**src/rtl/tx_fifo.sv**
```systemverilog
// Transmit byte FIFO with a drain FSM feeding the UART transmitter over a start/busy handshake.
// Optional sticky overflow flag and clear input when TX_FIFO_OVF_EN is defined.
module tx_fifo #(
  parameter int ADDR_WIDTH   = 3,
  parameter int DATA_WIDTH   = 8,
  parameter int IRQ_LOW      = 2,
  parameter int BUSY_TIMEOUT = 16
) (
  input  logic                  clk,
  input  logic                  reset,
  input  logic [DATA_WIDTH-1:0] data_in,
  input  logic                  wr_en,
  input  logic                  tx_busy,
  output logic                  tx_start,
  output logic [DATA_WIDTH-1:0] tx_data,
  output logic                  fifo_empty,
  output logic                  fifo_full,
  output logic                  fifo_irq,
  output logic [1:0]            state_dbg
`ifdef TX_FIFO_OVF_EN
  ,
  output logic                  fifo_ovf,
  input  logic                  ovf_clr
`endif
);

  localparam int DEPTH = 1 << ADDR_WIDTH;
  localparam int CW    = ADDR_WIDTH + 1;
  localparam int TW    = $clog2(BUSY_TIMEOUT);
  localparam logic [CW-1:0] FULL_CNT = CW'(DEPTH);
  localparam logic [CW-1:0] LOW_CNT  = CW'(IRQ_LOW);
  localparam logic [CW-1:0] LOW_ABV  = CW'(IRQ_LOW + 1);
  localparam logic [TW-1:0] TMO_LAST = TW'(BUSY_TIMEOUT - 1);

  typedef enum logic [1:0] {
    S_IDLE      = 2'd0,
    S_START     = 2'd1,
    S_WAIT_BUSY = 2'd2,
    S_WAIT_DONE = 2'd3
  } state_t;

  logic [DATA_WIDTH-1:0] mem [DEPTH];
  logic [ADDR_WIDTH-1:0] wr_ptr, rd_ptr;
  logic [CW-1:0]         count;
  logic [TW-1:0]         tcnt;
  state_t                state;
  logic                  push, pop, done;

  // Handshake: tx_start pulses one cycle with tx_data valid; the transmitter
  // answers by holding tx_busy high until the byte has shifted out.
  always_comb begin
    fifo_empty = (count == '0);
    fifo_full  = (count == FULL_CNT);
    push       = wr_en && !fifo_full;
    pop        = (state == S_IDLE) && !fifo_empty && !tx_busy;
    done       = ((state == S_WAIT_BUSY) && !tx_busy && (tcnt == TMO_LAST)) ||
                 ((state == S_WAIT_DONE) && !tx_busy);
    state_dbg  = state;
  end

  always_ff @(posedge clk) begin
    if (push && !reset) mem[wr_ptr] <= data_in;
  end

  always_ff @(posedge clk) begin
    if (reset) begin
      wr_ptr   <= '0;
      rd_ptr   <= '0;
      count    <= '0;
      tcnt     <= '0;
      state    <= S_IDLE;
      tx_start <= 1'b0;
      tx_data  <= '0;
      fifo_irq <= 1'b0;
    end else begin
      if (push) wr_ptr <= wr_ptr + 1'b1;
      if (pop)  rd_ptr <= rd_ptr + 1'b1;
      case ({push, pop})
        2'b10:   count <= count + 1'b1;
        2'b01:   count <= count - 1'b1;
        default: count <= count;
      endcase
      // Low-water crossing or end of the final transfer with nothing left queued.
      fifo_irq <= (pop && !push && (count == LOW_ABV)) ||
                  (done && (count == '0) && !push);
      tx_start <= 1'b0;
      case (state)
        S_IDLE: begin
          if (pop) begin
            tx_data  <= mem[rd_ptr];
            tx_start <= 1'b1;
            state    <= S_START;
          end
        end
        S_START: begin
          tcnt  <= '0;
          state <= S_WAIT_BUSY;
        end
        S_WAIT_BUSY: begin
          // A transmitter that never answers is treated as having sent the byte.
          if (tx_busy)               state <= S_WAIT_DONE;
          else if (tcnt == TMO_LAST) state <= S_IDLE;
          else                       tcnt  <= tcnt + 1'b1;
        end
        S_WAIT_DONE: begin
          if (!tx_busy) state <= S_IDLE;
        end
        default: state <= S_IDLE;
      endcase
    end
  end

`ifdef TX_FIFO_OVF_EN
  always_ff @(posedge clk) begin
    if (reset)                  fifo_ovf <= 1'b0;
    else if (wr_en && fifo_full) fifo_ovf <= 1'b1;
    else if (ovf_clr)           fifo_ovf <= 1'b0;
  end
`endif

  logic unused_ok;
  assign unused_ok = ^LOW_CNT;

endmodule
```
**config.mk**
```make
export PLATFORM = sky130hd
export DESIGN_NAME = tx_fifo
export DESIGN_NICKNAME = d
export VERILOG_FILES = /design/src/rtl/tx_fifo.sv
export SDC_FILE = /design/constraint.sdc
export NUM_CORES = 1
export LEC_CHECK = 0
export ABC_CLOCK_PERIOD_IN_PS = 3900
export BUFFER_PORTS_ARGS = -buffer_cell sky130_fd_sc_hd__buf_2
export CORE_UTILIZATION = 30
export CTS_CLUSTER_SIZE = 12
export DETAILED_ROUTE_END_ITERATION = 12
export PLACE_DENSITY = 0.51
export SETUP_SLACK_MARGIN = 0.15
export SLEW_MARGIN = 15
export SYNTH_ARGS = -nofsm -noshare
export SYNTH_HDL_FRONTEND = slang
export SYNTH_SLANG_ARGS = --single-unit
```
**constraint.sdc**
```tcl
create_clock -name clk -period 3.9 [get_ports clk]
set_input_delay 0.39 -clock clk [delete_from_list [all_inputs] [get_ports clk]]
set_output_delay 0.39 -clock clk [all_outputs]
set_load 0.02 [all_outputs]
```
== Word level (Yosys, flattened, before mapping) ==
Memories as Yosys holds them, arrays and structs flattened. A register that Yosys moved wholly into a read port is not among the register bits.
Index checks and enable logic that the tools add are counted.
Word-level totals
  bits in registers: 18
  RAM bits: 64
  input bits: 12
  output and inout bits: 14
  logic and storage cells: 65
  memories kept: 1
Memory list
  mem: words 8, bits a word 8, read ports 1, clocked after Yosys merged registers in 1, wr ports 1, line 42  | logic [DATA_WIDTH-1:0] mem [DEPTH];
Cells by class
  add/sub/neg operators: 5
  eq/ne operators: 13
  mux-type cells: 12
  bitwise operators: 1
  reduce and logical (&&, ||, !) cells: 26
Operator list (number)
  $pmux 4 s2: 2
  $logic_and 1x1->1: 11
  $add 4x1->4 const B: 2
  $eq 4x4->1 const B: 2
  $mux 2: 4
  $mux 4: 2
  $ne 2x2->1 const B: 4
  $pmux 2 s4: 1
  $add 3x1->3 const B: 2
  $eq 2x2->1 const B: 3
  $reduce_and 3->1: 2
  $logic_not 1->1: 5
  $eq 2x1->1 const B: 2
  $eq 4x2->1 const B: 1
  $logic_not 4->1: 1
  $reduce_bool 2->1: 2
  $sub 4x1->4 const B: 1
  $mux 1: 3
  $ne 3x2->1 const B: 1
  $logic_not 2->1: 1
  $logic_or 1x1->1: 2
  $reduce_and 2->1: 1
  $reduce_or 2->1: 1
  $not 1->1: 1

== Depth between registers and ports, before layout ==
  depth in word-level cells: 7
  mapped depth: 13
  depth with buffers taken out: 10

== Least setup slack after synthesis ==
OpenSTA, ideal clock, no wires.
  path kind: flip-flop to flip-flop
  start point: register count[1]
  end point: register count[2]
  setup time: 73 ps
  data arrival time: 2489 ps
  required time: 3827 ps
  setup slack: 1338 ps
  stages on the path, launching flop included: 14
  buffers on the path: 3
  clock period less this slack: 2562 ps
  path through: dfxtp_1 > buf_6 > or4_4 > buf_6 > nand2_4 > inv_4 > buf_12 > ha_1 > xor2_1 > ha_1 > a21oi_1 > xor2_1 > or3_1 > a21oi_1
Between the ends
  longest elaborated chain between the ends: 6
  elaborated cells between the ends (all ways): 13
  classes of those cells: add/sub (2); eq/ne (3); mux (1); reduce/logical (7)
RTL lines
  from (decl): line 44  | logic [CW-1:0] count;
  from (signal assigned): line 79  | 2'b10: count <= count + 1'b1;
  from (signal assigned): line 80  | 2'b01: count <= count - 1'b1;
  from (signal assigned): line 81  | default: count <= count;
  $logic_not 4->1 (*): line 52  | fifo_empty = (count == '0);
  $logic_not 1->1 (*): line 55  | pop = (state == S_IDLE) && !fifo_empty && !tx_busy;
  $logic_and 1x1->1 (*) (2 in a row): line 55
  via pop: line 47  | logic push, pop, done;
  $eq 2x1->1 or $eq 2x2->1 (tied branches): line 78  | case ({push, pop})
  $pmux 4 s2 or $reduce_bool 2->1 (tied branches)
Mark *: on every way through the listed nets, which the timed path passes. The rest lies on a longest branch.
A chain may end at the register's enable or synchronous reset.

== Final worst setup path ==
  start point: register count[0]
  end point: register count[2]
Between the ends
  longest elaborated chain between the ends: 6
  elaborated cells between the ends (all ways): 13
  classes of those cells: add/sub (2); eq/ne (3); mux (1); reduce/logical (7)
RTL lines (line)
  $logic_not 4->1: 52
  $logic_not 1->1: 55
  $logic_and 1x1->1 (2 in a row): 55
  $eq 2x1->1 or $eq 2x2->1 (tied branches): 78
  $pmux 4 s2 or $reduce_bool 2->1 (tied branches)
Several ways; a longest one is shown, not always the timed one.

==> flow_summary.ini <==
[setup_path]
crit_family = simple AND/OR/NAND/NOR gates
crit_buf_inv = 1
reg2reg_from = count[0]$_SDFFE_PP0P_
worstSetupPathType = register to register
crit_chain = or4_4 -> nand2_4 -> inv_4 -> ha_1 -> xor2_1 -> ha_1 -> a21oi_1 -> xor2_1 -> or3_1 -> a21oi_1
cp.arrival_ns = 2.88
setup.worst_path.start_class = register
worstSetupStartpoint = count[0]$_SDFFE_PP0P_
cp-end-kind = register
max_stage_delay_ns = 0.62
cpMaxStageDelayCell = or4_4
crit_fanout = 12
required_ns = 4.16

[drt]
via_per_inst = 4.66
drt_iter0_markers = 115
vias = 2084
drt_first_pass_iters = 4
drc = 0
drt_wl_total_mm = 7.39
wire_per_inst_um = 16.5
detail-route-antenna-nets = 0

[clock_network]
cts_hold_buf = 0
postCtsSetupRepairBufs = 0
cts_buffers = 9
insertion_delay_ns = 0.34
clkTransAtPathRegs_ns = 0.07
cts_htree_levels = 3
clock-root-buffer = clkbuf_16
ctsResizeCount = 0
clock-sinks = 90
cts_tree = done
clk_path_buf_depth = 2

[final_layout]
fin_area_um2 = 4450
num_antenna_cells = 0
drive_above_1_share_pct = 34.4
syn_to_final_growth_pct = 17.2
nNetsFinal = 292
fillCellCount = 1163

[synthesis]
avgSynthCellArea_um2 = 15.5
synth_edf_count = 64
synthMuxAreaShare_pct = 10.3
synth_flop_cell = edfxtp_1
synth-seq-cells = 90
synth_area_um2 = 3790
synthSimpleGateAreaFrac_pct = 14.2
ys_seq_area_share_pct = 64.4
synth_compound_area_share_pct = 4.45
synthCells = 245
async_flop_share_pct = 0
synth_xor_area_share_pct = 1.39
yosysWarnings = 0
synth_fa_ha_area_share_pct = 1.98
synth_top_family_by_area = simple AND/OR/NAND/NOR gates
yosysUniqueCellTypes = 48
synth_nets = 263

[sta]
rsz0062_at_grt = no
period_share_pct = 67.3
clock_skew_ns = 0.0136
relSlewSlack_pct = 33.1
finalSetupTns_ns = 0
fin_crit_ns = 2.62
tightestPinTransition_ns = 1.00
max_freq_ghz = 0.381
setup_viol = 0
layout_setup_ws_ns = 1.28
finalMaxSlewViolations = 0
hold_viol_final = 0

[grt]
grt_pass1_vias = 2097
met1_usage_pct = 15.4
grt_max_degree = 35
grt_use_met2_pct = 20.0
grt_pass1_wl_mm = 11.7
use_met3_pct = 4.18
grt.busiest_layer = met2
grt_usage_pct = 12.3
antenna_found_initial = 0
gr-total-overflow = 0

[floorplanning]
die_w_um = 114
io_pins = 26
rows = 40
dieHeight_um = 114
start_util_pct = 31.2
dieArea_um2 = 13100
coreArea_um2 = 12200

[power]
peakVddDrop_uv = 270
cellLeakagePower_nw = 1.49
power.total_w = 0.00298
powerDensity_nw_per_um2 = 670

[place]
io_buffers = 25
placed_cell_area_um2 = 4120
dp_hpwl_mm = 4.64
place_ws_ns = 1.27
gp_congestion = 0.716

[worst_hold_path]
holdCritPathClass = input pin to register
min_from = data_in[6]

[run]
drv_cap = 0

[status]
outcome = complete, no violations
synth_stat cells, types with 3 or more instances:
cell type | count | area [µm²]
mux4_2 | 16 | 360
buf_2 | 3 | 15.0
nor2_4 | 8 | 90.1
o21ai_0 | 4 | 20.0
nand3_1 | 6 | 30.0
nor2_1 | 15 | 56.3
a21oi_1 | 8 | 40.0
inv_1 | 6 | 22.5
xor2_1 | 4 | 35.0
clkbuf_1 | 5 | 18.8
edfxtp_1 | 64 | 1920
nor4b_1 | 5 | 43.8
nand2_1 | 11 | 41.3
o22ai_1 | 8 | 50.1
ha_1 | 6 | 75.1
nor4_1 | 3 | 18.8
dfxtp_1 | 26 | 521
nor3_2 | 8 | 80.1
layout by cell type, fill, tap and decap left out, drive strengths merged, types with 2 or more instances in the layout:
cell and n:
edfxtp 64, buf 32, xnor2 2, nor4b 5
o21ai 4, nand3 8, ha 6, a21oi 9
nor3 11, nand4 2, o22ai 8, mux2i 2
mux4 16, nand2 13, dfxtp 26, inv 10
nand3b 2, xor2 4, bufinv 2, nor4 3
nor2b 2, clkbuf 10, nor2 23
flip-flops by register name (all words and copies together) (netlist names):
signal     flops
tx_start       1
tx_data        8
mem           64
count          4
fifo_irq       1
rd_ptr         3
tcnt           4
wr_ptr         3
state_dbg      2
where the power goes:
part | switching [W] | internal (W)
Sequential | 0.000117 | 0.00112
Clock | 0.000360 | 0.000568
Combinational | 0.000467 | 0.000347
Total | 0.000944 | 0.00203
cell families (layout without fill, tap and decap cells):
logic type	Yosys count	count (layout)
compound gates	27	27
xor+xnor	6	6
fa+ha+maj	6	6
buf+inv	21	55
flops	90	90
mux	19	19
simple gates	76	76
worst paths after layout:
check	slack [ns]	cells past startpoint	end
setup reg to reg	1.28	10	count[2]$_SDFFE_PP0P_
setup / recovery	1.28	10	count[2]$_SDFFE_PP0P_
hold reg to reg	0.50	2	wr_ptr[0]$_SDFFE_PP0P_
hold / removal	0.32	1	mem[5][6]$_DFFE_PP_
layout make-up:
cell class / instances / area [µm²] / area share, %
Clock buffer: 10 / 229 / 5.15
Multi-Input combinational cell: 134 / 1260 / 28.4
Tap cell: 168 / 210 / 4.73
Clock inverter: 6 / 93.8 / 2.11
Sequential cell: 90 / 2440 / 54.9
Inverter: 7 / 28.8 / 0.647
Timing Repair Buffer: 32 / 178 / 4.00
stage by stage:
stage / std cells / utilization [%] / hold slack (ns)
floorplan: 245 / - / 0.462
global placement: 431 / 33.9 / 0.487
detailed placement: 431 / 33.9 / 0.494
CTS: 447 / 36.6 / 0.311
global route: 447 / 36.6 / 0.319
finish: 447 / 36.6 / 0.321
layer usage:
metal	vias to the layer above	share of wire [%]
met1	1045	46
met3	7	3.8
met5	-	0
met4	0	1.3
li1	1001	-
met2	31	49
(Power assumes the default switching activity.)
